--- config.mk ---
export PLATFORM = sky130hd
export DESIGN_NAME = conv1d_row_pe_sync
export DESIGN_NICKNAME = d
export VERILOG_FILES = /design/src/rtl/conv1d_row_pe_sync.sv
export SDC_FILE = /design/constraint.sdc
export NUM_CORES = 1
export LEC_CHECK = 0
export BUFFER_PORTS_ARGS = -buffer_cell sky130_fd_sc_hd__buf_2
export CAP_MARGIN = 20
export CORE_UTILIZATION = 40
export DETAILED_ROUTE_END_ITERATION = 16
export PLACE_DENSITY_LB_ADDON = 0.15
export SLEW_MARGIN = 15
export SYNTH_ARGS = -nofsm -noshare
export SYNTH_HDL_FRONTEND = slang
export SYNTH_SLANG_ARGS = --single-unit
--- constraint.sdc ---
create_clock -name clk -period 6.53 [get_ports clk]
set_input_delay 0.3265 -clock clk [delete_from_list [all_inputs] [get_ports clk]]
set_output_delay 0.3265 -clock clk [all_outputs]
set_load 0.02 [all_outputs]
--- src/rtl/conv1d_row_pe_sync.sv ---
// Row-convolution PE: local filter/ifmap register files, one MAC per cycle,
// optional accumulation of an upstream psum, valid/ready psum output.
module conv1d_row_pe_sync #(
  parameter int unsigned WIDTH      = 8,
  parameter int unsigned PSUM_WIDTH = 20,  // must be >= 2*WIDTH
  parameter int unsigned DEPTH_F    = 8,
  parameter int unsigned ADDR_F     = 3,
  parameter int unsigned DEPTH_I    = 16,
  parameter int unsigned ADDR_I     = 4
) (
  input  logic                  clk,
  input  logic                  reset,
  input  logic                  filter_wr_en,
  input  logic [ADDR_F-1:0]     filter_wr_addr,
  input  logic [WIDTH-1:0]      filter_wr_data,
  input  logic                  ifmap_wr_en,
  input  logic [ADDR_I-1:0]     ifmap_wr_addr,
  input  logic [WIDTH-1:0]      ifmap_wr_data,
  input  logic [ADDR_F:0]       cfg_filt_len,
  input  logic [ADDR_I:0]       cfg_ifmap_len,
  input  logic [ADDR_I-1:0]     cfg_stride,
  input  logic                  cfg_psum_en,
  input  logic                  start,
  output logic                  busy,
  output logic                  done,
  output logic                  cfg_err,
  input  logic                  psum_in_valid,
  output logic                  psum_in_ready,
  input  logic [PSUM_WIDTH-1:0] psum_in_data,
  output logic                  psum_out_valid,
  input  logic                  psum_out_ready,
  output logic [PSUM_WIDTH-1:0] psum_out_data
);

  typedef enum logic [2:0] {StIdle, StMac, StPsum, StEmit, StDone} state_e;

  state_e state_q, state_d;

  logic [WIDTH-1:0]      filt_q [DEPTH_F];
  logic [WIDTH-1:0]      ifm_q  [DEPTH_I];

  logic [ADDR_F:0]       flen_q;
  logic [ADDR_I:0]       ilen_q;
  logic [ADDR_I-1:0]     stride_q;
  logic                  psum_en_q;

  // base_q is k*S, the first ifmap index of the current output window
  logic [ADDR_I-1:0]     base_q, base_d;
  logic [ADDR_F-1:0]     j_q, j_d;
  logic [PSUM_WIDTH-1:0] acc_q, acc_d;
  logic                  cfg_err_q, cfg_err_d;

  logic                  cfg_ok;
  logic                  accept;
  logic                  last_tap;
  logic                  last_out;
  logic [ADDR_I-1:0]     ifm_idx;
  logic [2*WIDTH-1:0]    prod;

  assign cfg_ok = (cfg_filt_len != '0) &&
                  (32'(cfg_filt_len) <= DEPTH_F) &&
                  (32'(cfg_ifmap_len) <= DEPTH_I) &&
                  (32'(cfg_filt_len) <= 32'(cfg_ifmap_len)) &&
                  (cfg_stride != '0);
  assign accept = (state_q == StIdle) && start && cfg_ok;

  assign last_tap = (32'(j_q) + 32'd1) == 32'(flen_q);
  // Last output when the next window would run past the end of the ifmap
  assign last_out = (32'(base_q) + 32'(stride_q) + 32'(flen_q)) > 32'(ilen_q);

  assign ifm_idx = base_q + ADDR_I'(j_q);
  assign prod    = filt_q[j_q] * ifm_q[ifm_idx];
  assign busy    = (state_q != StIdle);
  assign cfg_err = cfg_err_q;

  // Register files: host writes only while idle, out-of-range addresses dropped
  always_ff @(posedge clk) begin
    if (reset) begin
      for (int i = 0; i < int'(DEPTH_F); i++) filt_q[i] <= '0;
      for (int i = 0; i < int'(DEPTH_I); i++) ifm_q[i] <= '0;
    end else if (!busy) begin
      if (filter_wr_en && (32'(filter_wr_addr) < DEPTH_F)) begin
        filt_q[filter_wr_addr] <= filter_wr_data;
      end
      if (ifmap_wr_en && (32'(ifmap_wr_addr) < DEPTH_I)) begin
        ifm_q[ifmap_wr_addr] <= ifmap_wr_data;
      end
    end
  end

  // Config snapshot taken on an accepted start
  always_ff @(posedge clk) begin
    if (reset) begin
      flen_q    <= '0;
      ilen_q    <= '0;
      stride_q  <= '0;
      psum_en_q <= 1'b0;
    end else if (accept) begin
      flen_q    <= cfg_filt_len;
      ilen_q    <= cfg_ifmap_len;
      stride_q  <= cfg_stride;
      psum_en_q <= cfg_psum_en;
    end
  end

  // State, counters and accumulator
  always_ff @(posedge clk) begin
    if (reset) begin
      state_q   <= StIdle;
      base_q    <= '0;
      j_q       <= '0;
      acc_q     <= '0;
      cfg_err_q <= 1'b0;
    end else begin
      state_q   <= state_d;
      base_q    <= base_d;
      j_q       <= j_d;
      acc_q     <= acc_d;
      cfg_err_q <= cfg_err_d;
    end
  end

  // Next-state, datapath updates and handshake outputs
  always_comb begin
    state_d        = state_q;
    base_d         = base_q;
    j_d            = j_q;
    acc_d          = acc_q;
    cfg_err_d      = 1'b0;
    psum_in_ready  = 1'b0;
    psum_out_valid = 1'b0;
    psum_out_data  = '0;
    done           = 1'b0;
    unique case (state_q)
      StIdle: begin
        if (start) begin
          if (cfg_ok) begin
            state_d = StMac;
            base_d  = '0;
            j_d     = '0;
            acc_d   = '0;
          end else begin
            cfg_err_d = 1'b1;
          end
        end
      end
      StMac: begin
        acc_d = acc_q + PSUM_WIDTH'(prod);
        j_d   = j_q + 1'b1;
        if (last_tap) begin
          j_d     = '0;
          state_d = psum_en_q ? StPsum : StEmit;
        end
      end
      StPsum: begin
        psum_in_ready = 1'b1;
        if (psum_in_valid) begin
          acc_d   = acc_q + psum_in_data;
          state_d = StEmit;
        end
      end
      StEmit: begin
        psum_out_valid = 1'b1;
        psum_out_data  = acc_q;
        if (psum_out_ready) begin
          if (last_out) begin
            state_d = StDone;
          end else begin
            base_d  = base_q + stride_q;
            j_d     = '0;
            acc_d   = '0;
            state_d = StMac;
          end
        end
      end
      StDone: begin
        done    = 1'b1;
        state_d = StIdle;
      end
      default: state_d = StIdle;
    endcase
  end

endmodule

==> results_dict.tcl, run 1 <==
set metrics [dict create \
    crit_path_start_kind "register" \
    yosys_warnings 0 \
    via_per_inst 5.117 \
    dp_slack_ns -0.1102 \
    grt_pass1_wl_mm 57.46 \
    worstHoldPathCells 3 \
    fillers 3331 \
    syn_area_per_cell_um2 11.45 \
    syn2layout_area_growth_pct 19.78 \
    synthCells 1311 \
    clk_pin_slew_worst_paths_ns 0.06 \
    r2r_start "j_q[0]$_SDFFE_PP0P_" \
    final_hold_viol_count 0 \
    dieWidth_um 195.7 \
    synth_area_leader_cell "edfxtp_1" \
    synth-seq-area-share 0.4482 \
    coreArea_um2 36790 \
    yosys-top-cells-area "edfxtp_1, and2_1, fa_1" \
    worstSetupPathType "reg -> reg" \
    routedWlPerCell_um 18.17 \
    drt-initial-drc-count 450 \
    slew_headroom 0.3106 \
    pin_count 89 \
    skew_ns 0.01867 \
    cp_slowest_cell "fa_2" \
    netlist_top_cells_count "and2_1, edfxtp_1, inv_1" \
    synth_most_common_cell "and2_1" \
    synth-edff-count 192 \
    ir_worst_vdd_mv 0.3406 \
    root_buffer "clkbuf_16" \
    place_hpwl_mm 26.09 \
    power_w 0.006986 \
    port_buffers 88 \
    critPathTopFamily "adder cells" \
    netlist_area_um2 15010 \
    num_rows 70 \
    cap_violations 0 \
    p_leak_nw 7.501 \
    wl_mm 35.80 \
    numCtsBuffers 29 \
    insertedDiodeCount 0 \
    min_period_ns 6.415 \
    grt_max_degree 51 \
    drc 0 \
    finalCoreUtilization 0.4886 \
    crit_path_end "acc_q[19]$_SDFFE_PP0P_" \
    startpoint "j_q[0]$_SDFFE_PP0P_" \
    cts_tree "yes" \
    cp.depth 25 \
    critPathMostFrequentCell "fa_1" \
    track_usage 0.1917 \
    worstHoldStart "cfg_psum_en" \
    placed_area_um2 16510 \
    hold_class "in -> reg" \
    clock-sinks 240 \
    fin_area_um2 17970 \
    grt-ovfl-total 0 \
    cp.arrival_ns 6.81 \
    ys_types 68 \
    die_area_um2 38300 \
    synth.top_cell.area_share 0.3842 \
    clk_latency_ns 0.55 \
    ys_async_sr_fraction 0 \
    crit_path_end_kind "register" \
    syn_nets 1512 \
    ys_seq_elements 240 \
    nNetsFinal 1681 \
    rsz0062_at_grt "true" \
    crit_buf_inv 6 \
    setup_viol_count_final 0 \
    cpPeakStageDelay_ns 0.59 \
    crit_path_max_fanout 6 \
    worstMarginPinSlew_ns 1.023 \
    drtPass1Iterations 5 \
    max_freq_ghz 0.1559 \
    drtAntennaViolNets 0 \
    crit_required_ns 6.93 \
    antenna_found_initial 0 \
    drv_slew 0 \
    status "completed" \
    cts.htree.levels 1 \
    cts_buffer_depth 3 \
    hold_buffers 0 \
    start_util 0.4080 \
    rrSetupSlack_ns 0.12 \
    vias 10081 \
    drive_gt1_frac 0.2490 \
    p_per_area_nw_per_um2 388.7 \
    reg2reg_depth 25 \
    min_period_over_period 0.9824 \
    grt_pass1_vias 10285 \
    die_h_um 195.7 \
    synth_ff_type "edfxtp_1" \
    reg2reg_to "acc_q[19]$_SDFFE_PP0P_" \
    setup_ws_ns 0.1152 \
    place.gp.congestion 0.8232 \
]
## tightest hold or removal path, cell delays in order
cell and delay (ns):
buf_2 0.08, mux2i_1 0.05, nor2_1 0.07
## routing by layer
layer,vias up,routed length [um],global-route usage
met4,0,527,0.04196
met2,159,16690,0.3163
met1,4938,17330,0.2720
met3,31,1245,0.02218
met5,-,0,0
li1,4953,-,-
## power by group
part           switching, W  internal, W  leakage (nW)
Clock              0.000656     0.000934         0.460
Sequential        0.0000858      0.00177          2.38
Combinational       0.00182      0.00172          4.66
## area by class of cell
class	count	area (um2)	area share
Clock buffer	29	725.7	0.04037
Timing Repair Buffer	179	1267	0.07051
Sequential cell	240	6729	0.3744
Tap cell	468	585.6	0.03258
Clock inverter	24	220.2	0.01225
Multi-Input combinational cell	894	7936	0.4415
Inverter	136	510.5	0.02840
## stage by stage
step | setup TNS (ns) | hold slack [ns] | std cells
2_1_floorplan | 0 | 0.4426 | 1311
3_3_place_gp | -0.06200 | 0.4721 | 1897
3_5_place_dp | -0.1203 | 0.4937 | 1899
4_1_cts | -0.001877 | 0.0005845 | 1962
5_1_grt | -0.2389 | 0.02598 | 1970
6_report | 0 | 0.02045 | 1970
## kinds of logic after synthesis
family                     count (synthesis)  synth area share
xor gates and xnor gates                  36           0.02101
DFF                                      240            0.4482
and+or+nand+nor                          452            0.1636
buffers and inverters                    177           0.04511
muxes                                     81           0.09471
adders and majority gates                137            0.1432
AOI/OAI and AO/OA                        188           0.08413
## cell usage in the layout, fill, tap and decap left out, types with 18 or more instances in the layout
cell / synthesis / routed
a21oi_1: 50 / 40
and2_1: 203 / 203
buf_2: 7 / 93
buf_4: 1 / 68
clkbuf_16: 0 / 29
dfxtp_1: 48 / 46
edfxtp_1: 192 / 192
fa_1: 58 / 51
ha_1: 79 / 72
inv_1: 133 / 122
mux2i_1: 25 / 22
mux4_2: 48 / 48
nand2_1: 23 / 22
nand2b_1: 18 / 18
nor2_1: 120 / 114
nor3_1: 21 / 18
o21ai_0: 28 / 22
xnor2_1: 28 / 28
## flip-flops by register name (all words and copies together), names as in the netlist, named ones only
| signal | flops |
|---|---|
| base_q | 4 |
| stride_q | 4 |
| flen_q | 4 |
| psum_en_q | 1 |
| filt_q | 64 |
| acc_q | 20 |
| ifm_q | 128 |
| ilen_q | 5 |
| j_q | 3 |
| cfg_err | 1 |
| state_q | 3 |
## how the worst min path moves through the flow
| stage | slack [ns] | endpoint |
|---|---|---|
| 5_1_grt | 0.03 | cfg_err$_SDFF_PP0_ |
| 3_5_place_dp | 0.49 | psum_en_q$_SDFFE_PP0P_ |
| 2_1_floorplan | 0.44 | cfg_err$_SDFF_PP0_ |
| 6_report | 0.02 | psum_en_q$_SDFFE_PP0P_ |
| 3_3_place_gp | 0.47 | ilen_q[2]$_SDFFE_PP0P_ |
| 4_1_cts | 0.0006 | psum_en_q$_SDFFE_PP0P_ |
## repair_timing
| action | 4_1_cts | 5_1_grt |
|---|---|---|
| gates cloned | 3 | 0 |
| endpoints found under the setup margin | 2 | 8 |
| pin swaps | 9 | 38 |
| hold endpoints to repair | 0 | 0 |
| resized for setup | 36 | 59 |
| setup buffers | 7 | 8 |
(Power assumes the default switching activity.)
==> run 2: changes to the inputs <==
--- a/config.mk
+++ b/config.mk
@@ -5,11 +5,11 @@
 export SDC_FILE = /design/constraint.sdc
 export NUM_CORES = 1
 export LEC_CHECK = 0
-export BUFFER_PORTS_ARGS = -buffer_cell sky130_fd_sc_hd__buf_2
+export BUFFER_PORTS_ARGS = -buffer_cell sky130_fd_sc_hd__buf_4
 export CAP_MARGIN = 20
 export CORE_UTILIZATION = 40
 export DETAILED_ROUTE_END_ITERATION = 16
-export PLACE_DENSITY_LB_ADDON = 0.15
+export PLACE_DENSITY = 0.59
 export SLEW_MARGIN = 15
 export SYNTH_ARGS = -nofsm -noshare
 export SYNTH_HDL_FRONTEND = slang
==> results_dict.tcl, run 2 (synthesis results as in run 1) <==
set metrics [dict create \
    status "completed" \
    grt_pass1_vias 10365 \
    num_rows 70 \
    nNetsFinal 1676 \
    syn2layout_area_growth_pct 19.97 \
    skew_ns 0.02230 \
    startpoint "j_q[0]$_SDFFE_PP0P_" \
    pin_count 89 \
    p_leak_nw 7.469 \
    track_usage 0.1869 \
    routedWlPerCell_um 17.91 \
    port_buffers 88 \
    setup_viol_count_final 0 \
    worstHoldStart "cfg_psum_en" \
    die_area_um2 38300 \
    r2r_start "j_q[0]$_SDFFE_PP0P_" \
    drive_gt1_frac 0.2433 \
    largest_reg_flops 128 \
    crit_path_end_kind "register" \
    start_util 0.4080 \
    cts.htree.levels 1 \
    hold_class "in -> reg" \
    drtPass1Iterations 5 \
    drv_slew 0 \
    crit_required_ns 6.92 \
    clock-sinks 240 \
    clk_latency_ns 0.54 \
    drc 0 \
    final_common_cell "and2_1" \
    fin_area_um2 18000 \
    place_hpwl_mm 26.54 \
    coreArea_um2 36790 \
    clk_pin_slew_worst_paths_ns 0.06 \
    grt_pass1_wl_mm 56.77 \
    place.gp.congestion 0.8715 \
    ir_worst_vdd_mv 0.3519 \
    die_h_um 195.7 \
    numCtsBuffers 27 \
    regMostFlops "ifm_q" \
    insertedDiodeCount 0 \
    power_w 0.006705 \
    cp.arrival_ns 6.74 \
    grt-ovfl-total 0 \
    min_period_ns 6.343 \
    cts_tree "yes" \
    crit_path_start_kind "register" \
    dieWidth_um 195.7 \
    final_hold_viol_count 0 \
    drt-initial-drc-count 479 \
    min_period_over_period 0.9714 \
    wl_mm 35.17 \
    worstMarginPinSlew_ns 1.089 \
    cap_violations 0 \
    root_buffer "clkbuf_16" \
    cts_buffer_depth 3 \
    grt_max_degree 51 \
    layout_common_cells "and2_1, edfxtp_1, buf_4" \
    crit_path_max_fanout 7 \
    p_per_area_nw_per_um2 372.4 \
    vias 10113 \
    worstSetupPathType "reg -> reg" \
    reg_top3 "ifm_q (128), filt_q (64), acc_q (20)" \
    placed_area_um2 16610 \
    slew_headroom 0.2663 \
    antenna_found_initial 0 \
    max_freq_ghz 0.1576 \
    drtAntennaViolNets 0 \
    via_per_inst 5.149 \
    fillers 3332 \
]
[run 2: path summary, 6_finish.rpt]
path,cells after the start,slack [ns],endpoint
worst max register to register,27,0.19,acc_q[19]$_SDFFE_PP0P_
worst min register to register,2,0.50,ilen_q[2]$_SDFFE_PP0P_
worst max-delay path,27,0.19,acc_q[19]$_SDFFE_PP0P_
worst min-delay path,3,0.03,psum_en_q$_SDFFE_PP0P_
[run 2: layer usage]
layer,share of wire,GRT usage
met1,0.47,0.2585
met2,0.48,0.3171
met3,0.036,0.01994
met4,0.018,0.04196
met5,0,0
[run 2: critical path: stages, from the launching register on]
cell and delay (ns):
dfxtp_2 0.34, ha_4 0.16, fa_2 0.58, buf_12 0.15, buf_4 0.12, mux4_2 0.32
mux2i_2 0.24, nor2_2 0.09, a21oi_2 0.12, buf_6 0.13, nor2_1 0.06, fa_2 0.51
inv_1 0.05, fa_1 0.52, inv_1 0.05, fa_1 0.49, inv_2 0.04, fa_2 0.38
inv_2 0.08, ha_4 0.20, or2_4 0.26, a21oi_4 0.18, a2111oi_4 0.08, o21a_1 0.22
o31a_1 0.28, o2111a_1 0.25, a211oi_2 0.16, o221ai_1 0.15
[run 2: through the flow]
stage                     setup TNS (ns)  instances    util  hold slack (ns)  worst slack [ns]
after global placement          -0.04103       1883  0.4511           0.4746          -0.04103
after CTS                              0       1944  0.4799          0.01011          0.001289
after detailed placement         -0.2440       1886  0.4515           0.4815           -0.2328
after floorplan                        0       1311       -           0.4426           0.04746
final                                  0       1964  0.4894          0.02840            0.1865
after global routing            -0.02319       1964  0.4894          0.02153          -0.02289
[run 2: cell type report]
cell class / instances / area, um2 / area share
clock buffers: 36 / 709.4 / 0.03941
well taps: 468 / 585.6 / 0.03252
clock inverters: 14 / 83.83 / 0.004656
flip-flops and latches: 240 / 6729 / 0.3738
repair buffers: 176 / 1418 / 0.07874
multi-input cells: 894 / 7968 / 0.4426
inverters: 136 / 510.5 / 0.02836
[run 2: repair_timing]
item                                    CTS  global route
endpoints found under the setup margin    4             8
gates resized for setup                  43            52
gates cloned                              1             0
buffers inserted                          8            16
pin swaps                                22            49
hold buffers                              0             0
[run 2: where the power goes]
part / leakage (nW) / switching, W / internal, W
logic: 4.71 / 0.00180 / 0.00167
clock network: 0.381 / 0.000615 / 0.000767
registers: 2.38 / 0.0000873 / 0.00177
==> run 3: changes to the inputs <==
--- a/config.mk
+++ b/config.mk
@@ -9,7 +9,6 @@
 export CAP_MARGIN = 20
 export CORE_UTILIZATION = 40
 export DETAILED_ROUTE_END_ITERATION = 16
-export PLACE_DENSITY = 0.59
 export SLEW_MARGIN = 15
 export SYNTH_ARGS = -nofsm -noshare
 export SYNTH_HDL_FRONTEND = slang
==> results_dict.tcl, run 3 (synthesis results as in run 1) <==
set metrics [dict create \
    start_util 0.4080 \
    dieWidth_um 195.7 \
    reg_top3 "ifm_q (128), filt_q (64), acc_q (20)" \
    grt-ovfl-total 0 \
    port_buffers 88 \
    rsz0062_at_grt "true" \
    final_cells 1959 \
    place.gp.congestion 0.8392 \
    crit_path_end_kind "register" \
    vias 10097 \
    violations "negative setup slack" \
    clk_pin_slew_worst_paths_ns 0.06 \
    largest_reg_flops 128 \
    cap_violations 0 \
    drtAntennaViolNets 0 \
    num_rows 70 \
    track_usage 0.1864 \
    setup_ws_ns -0.04670 \
    rrSetupSlack_ns -0.05 \
    p_per_area_nw_per_um2 381.4 \
    cts_tree "yes" \
    worstSetupPathType "reg -> reg" \
    die_h_um 195.7 \
    syn2layout_area_growth_pct 19.80 \
    grt_pass1_vias 10156 \
    final_common_cell "and2_1" \
    wl_mm 36.08 \
    max_freq_ghz 0.1521 \
    ir_worst_vdd_mv 0.2753 \
    drtPass1Iterations 5 \
    p_leak_nw 7.452 \
    via_per_inst 5.154 \
    status "complete, but fails checks" \
    routedWlPerCell_um 18.42 \
    cts_buffer_depth 3 \
    die_area_um2 38300 \
    post-place-cells 1894 \
    drv_slew 0 \
    reg2reg_to "acc_q[19]$_SDFFE_PP0P_" \
    insertedDiodeCount 0 \
    regMostFlops "ifm_q" \
    crit_required_ns 6.95 \
    layout_common_cells "and2_1, edfxtp_1, buf_4" \
    worstMarginPinSlew_ns 1.046 \
    fillers 3329 \
    clk_latency_ns 0.56 \
    finalCoreUtilization 0.4887 \
    worstHoldStart "cfg_stride[3]" \
    reg2reg_depth 25 \
    pin_count 89 \
    cts.htree.levels 1 \
    grt_pass1_wl_mm 56.27 \
    slew_headroom 0.2951 \
    crit_path_start_kind "register" \
    grt_max_degree 51 \
    final_hold_viol_count 0 \
    root_buffer "clkbuf_16" \
    drt-initial-drc-count 597 \
    worst_hold_path.endpoint "stride_q[3]$_SDFFE_PP0P_" \
    r2r_start "base_q[0]$_SDFFE_PP0P_" \
    min_period_over_period 1.007 \
    cp.arrival_ns 6.99 \
    hold_class "in -> reg" \
    antenna_found_initial 0 \
    nNetsFinal 1676 \
    drive_gt1_frac 0.2368 \
    min_period_ns 6.577 \
    place_hpwl_mm 26.26 \
    numCtsBuffers 26 \
    drc 0 \
    clock-sinks 240 \
    setup_viol_count_final 1 \
    worstHoldPathCells 3 \
    crit_path_max_fanout 6 \
    skew_ns 0.02330 \
    coreArea_um2 36790 \
]
## run 3: critical path, cell delays in order (launching register included)
cell	delay, ns
dfxtp_4	0.35
ha_4	0.16
fa_2	0.59
buf_6	0.13
clkbuf_16	0.14
mux4_2	0.32
mux2_2	0.28
a21oi_1	0.15
buf_4	0.17
nor2_1	0.07
fa_1	0.53
inv_2	0.05
fa_1	0.54
inv_1	0.06
fa_1	0.52
inv_1	0.05
fa_2	0.55
inv_1	0.06
ha_4	0.17
nor3_4	0.28
a2111oi_4	0.13
o21a_1	0.21
o31a_1	0.31
o2111a_1	0.27
a211oi_2	0.20
o221ai_1	0.12
## run 3: layout make-up
class | instances | area (um2) | share of cell area
clock buffers | 32 | 673.1 | 0.03744
clock inverters | 12 | 105.1 | 0.005846
inverters | 136 | 513.0 | 0.02853
multi-input cells | 894 | 7929 | 0.4410
flip-flops and latches | 240 | 6731 | 0.3744
well taps | 468 | 585.6 | 0.03257
repair buffers | 177 | 1441 | 0.08017
## run 3: worst max path at each step
stage / startpoint / endpoint / slack (ns) / depth (start not counted)
2_1_floorplan: j_q[0]$_SDFFE_PP0P_ / acc_q[19]$_SDFFE_PP0P_ / 0.05 / 24
3_3_place_gp: base_q[0]$_SDFFE_PP0P_ / acc_q[19]$_SDFFE_PP0P_ / -0.04 / 25
3_5_place_dp: base_q[0]$_SDFFE_PP0P_ / acc_q[19]$_SDFFE_PP0P_ / -0.12 / 25
4_1_cts: base_q[0]$_SDFFE_PP0P_ / acc_q[19]$_SDFFE_PP0P_ / -0.007 / 28
5_1_grt: base_q[0]$_SDFFE_PP0P_ / acc_q[19]$_SDFFE_PP0P_ / -0.22 / 27
6_report: base_q[0]$_SDFFE_PP0P_ / acc_q[19]$_SDFFE_PP0P_ / -0.05 / 25
## run 3: repair_timing
item	4_1_cts	5_1_grt
endpoints found under the setup margin	2	8
buffers inserted	2	14
pin swaps	3	56
hold buffers	1	0
resized for setup	9	79
hold endpoints to repair	1	0
cloned	1	1
## run 3: where the power goes
group          switching (W)  internal (W)  total [W]
registers          0.0000966       0.00177    0.00186
clock network       0.000611      0.000769    0.00138
logic                0.00188       0.00174    0.00361
## run 3: layer usage
layer | vias up | part of all wire | global-route usage
met5 | - | 0 | 0
met4 | 0 | 0.015 | 0.04051
met3 | 34 | 0.037 | 0.02097
met2 | 208 | 0.47 | 0.3085
met1 | 4914 | 0.48 | 0.2642
li1 | 4941 | - | -
## run 3: through the flow
step	setup TNS (ns)	total power [W]	hold WS [ns]	instance area (um2)	worst slack [ns]
CTS	-0.007455	0.006392	0.009191	17530	-0.007455
finish	-0.04670	0.006857	0.02224	17980	-0.04670
detailed placement	-0.1230	0.004953	0.4843	16650	-0.1230
floorplan	0	0.003978	0.4426	15010	0.04746
global placement	-0.04096	0.004928	0.4694	16640	-0.04096
global route	-0.6042	0.007391	0.02109	17980	-0.2230
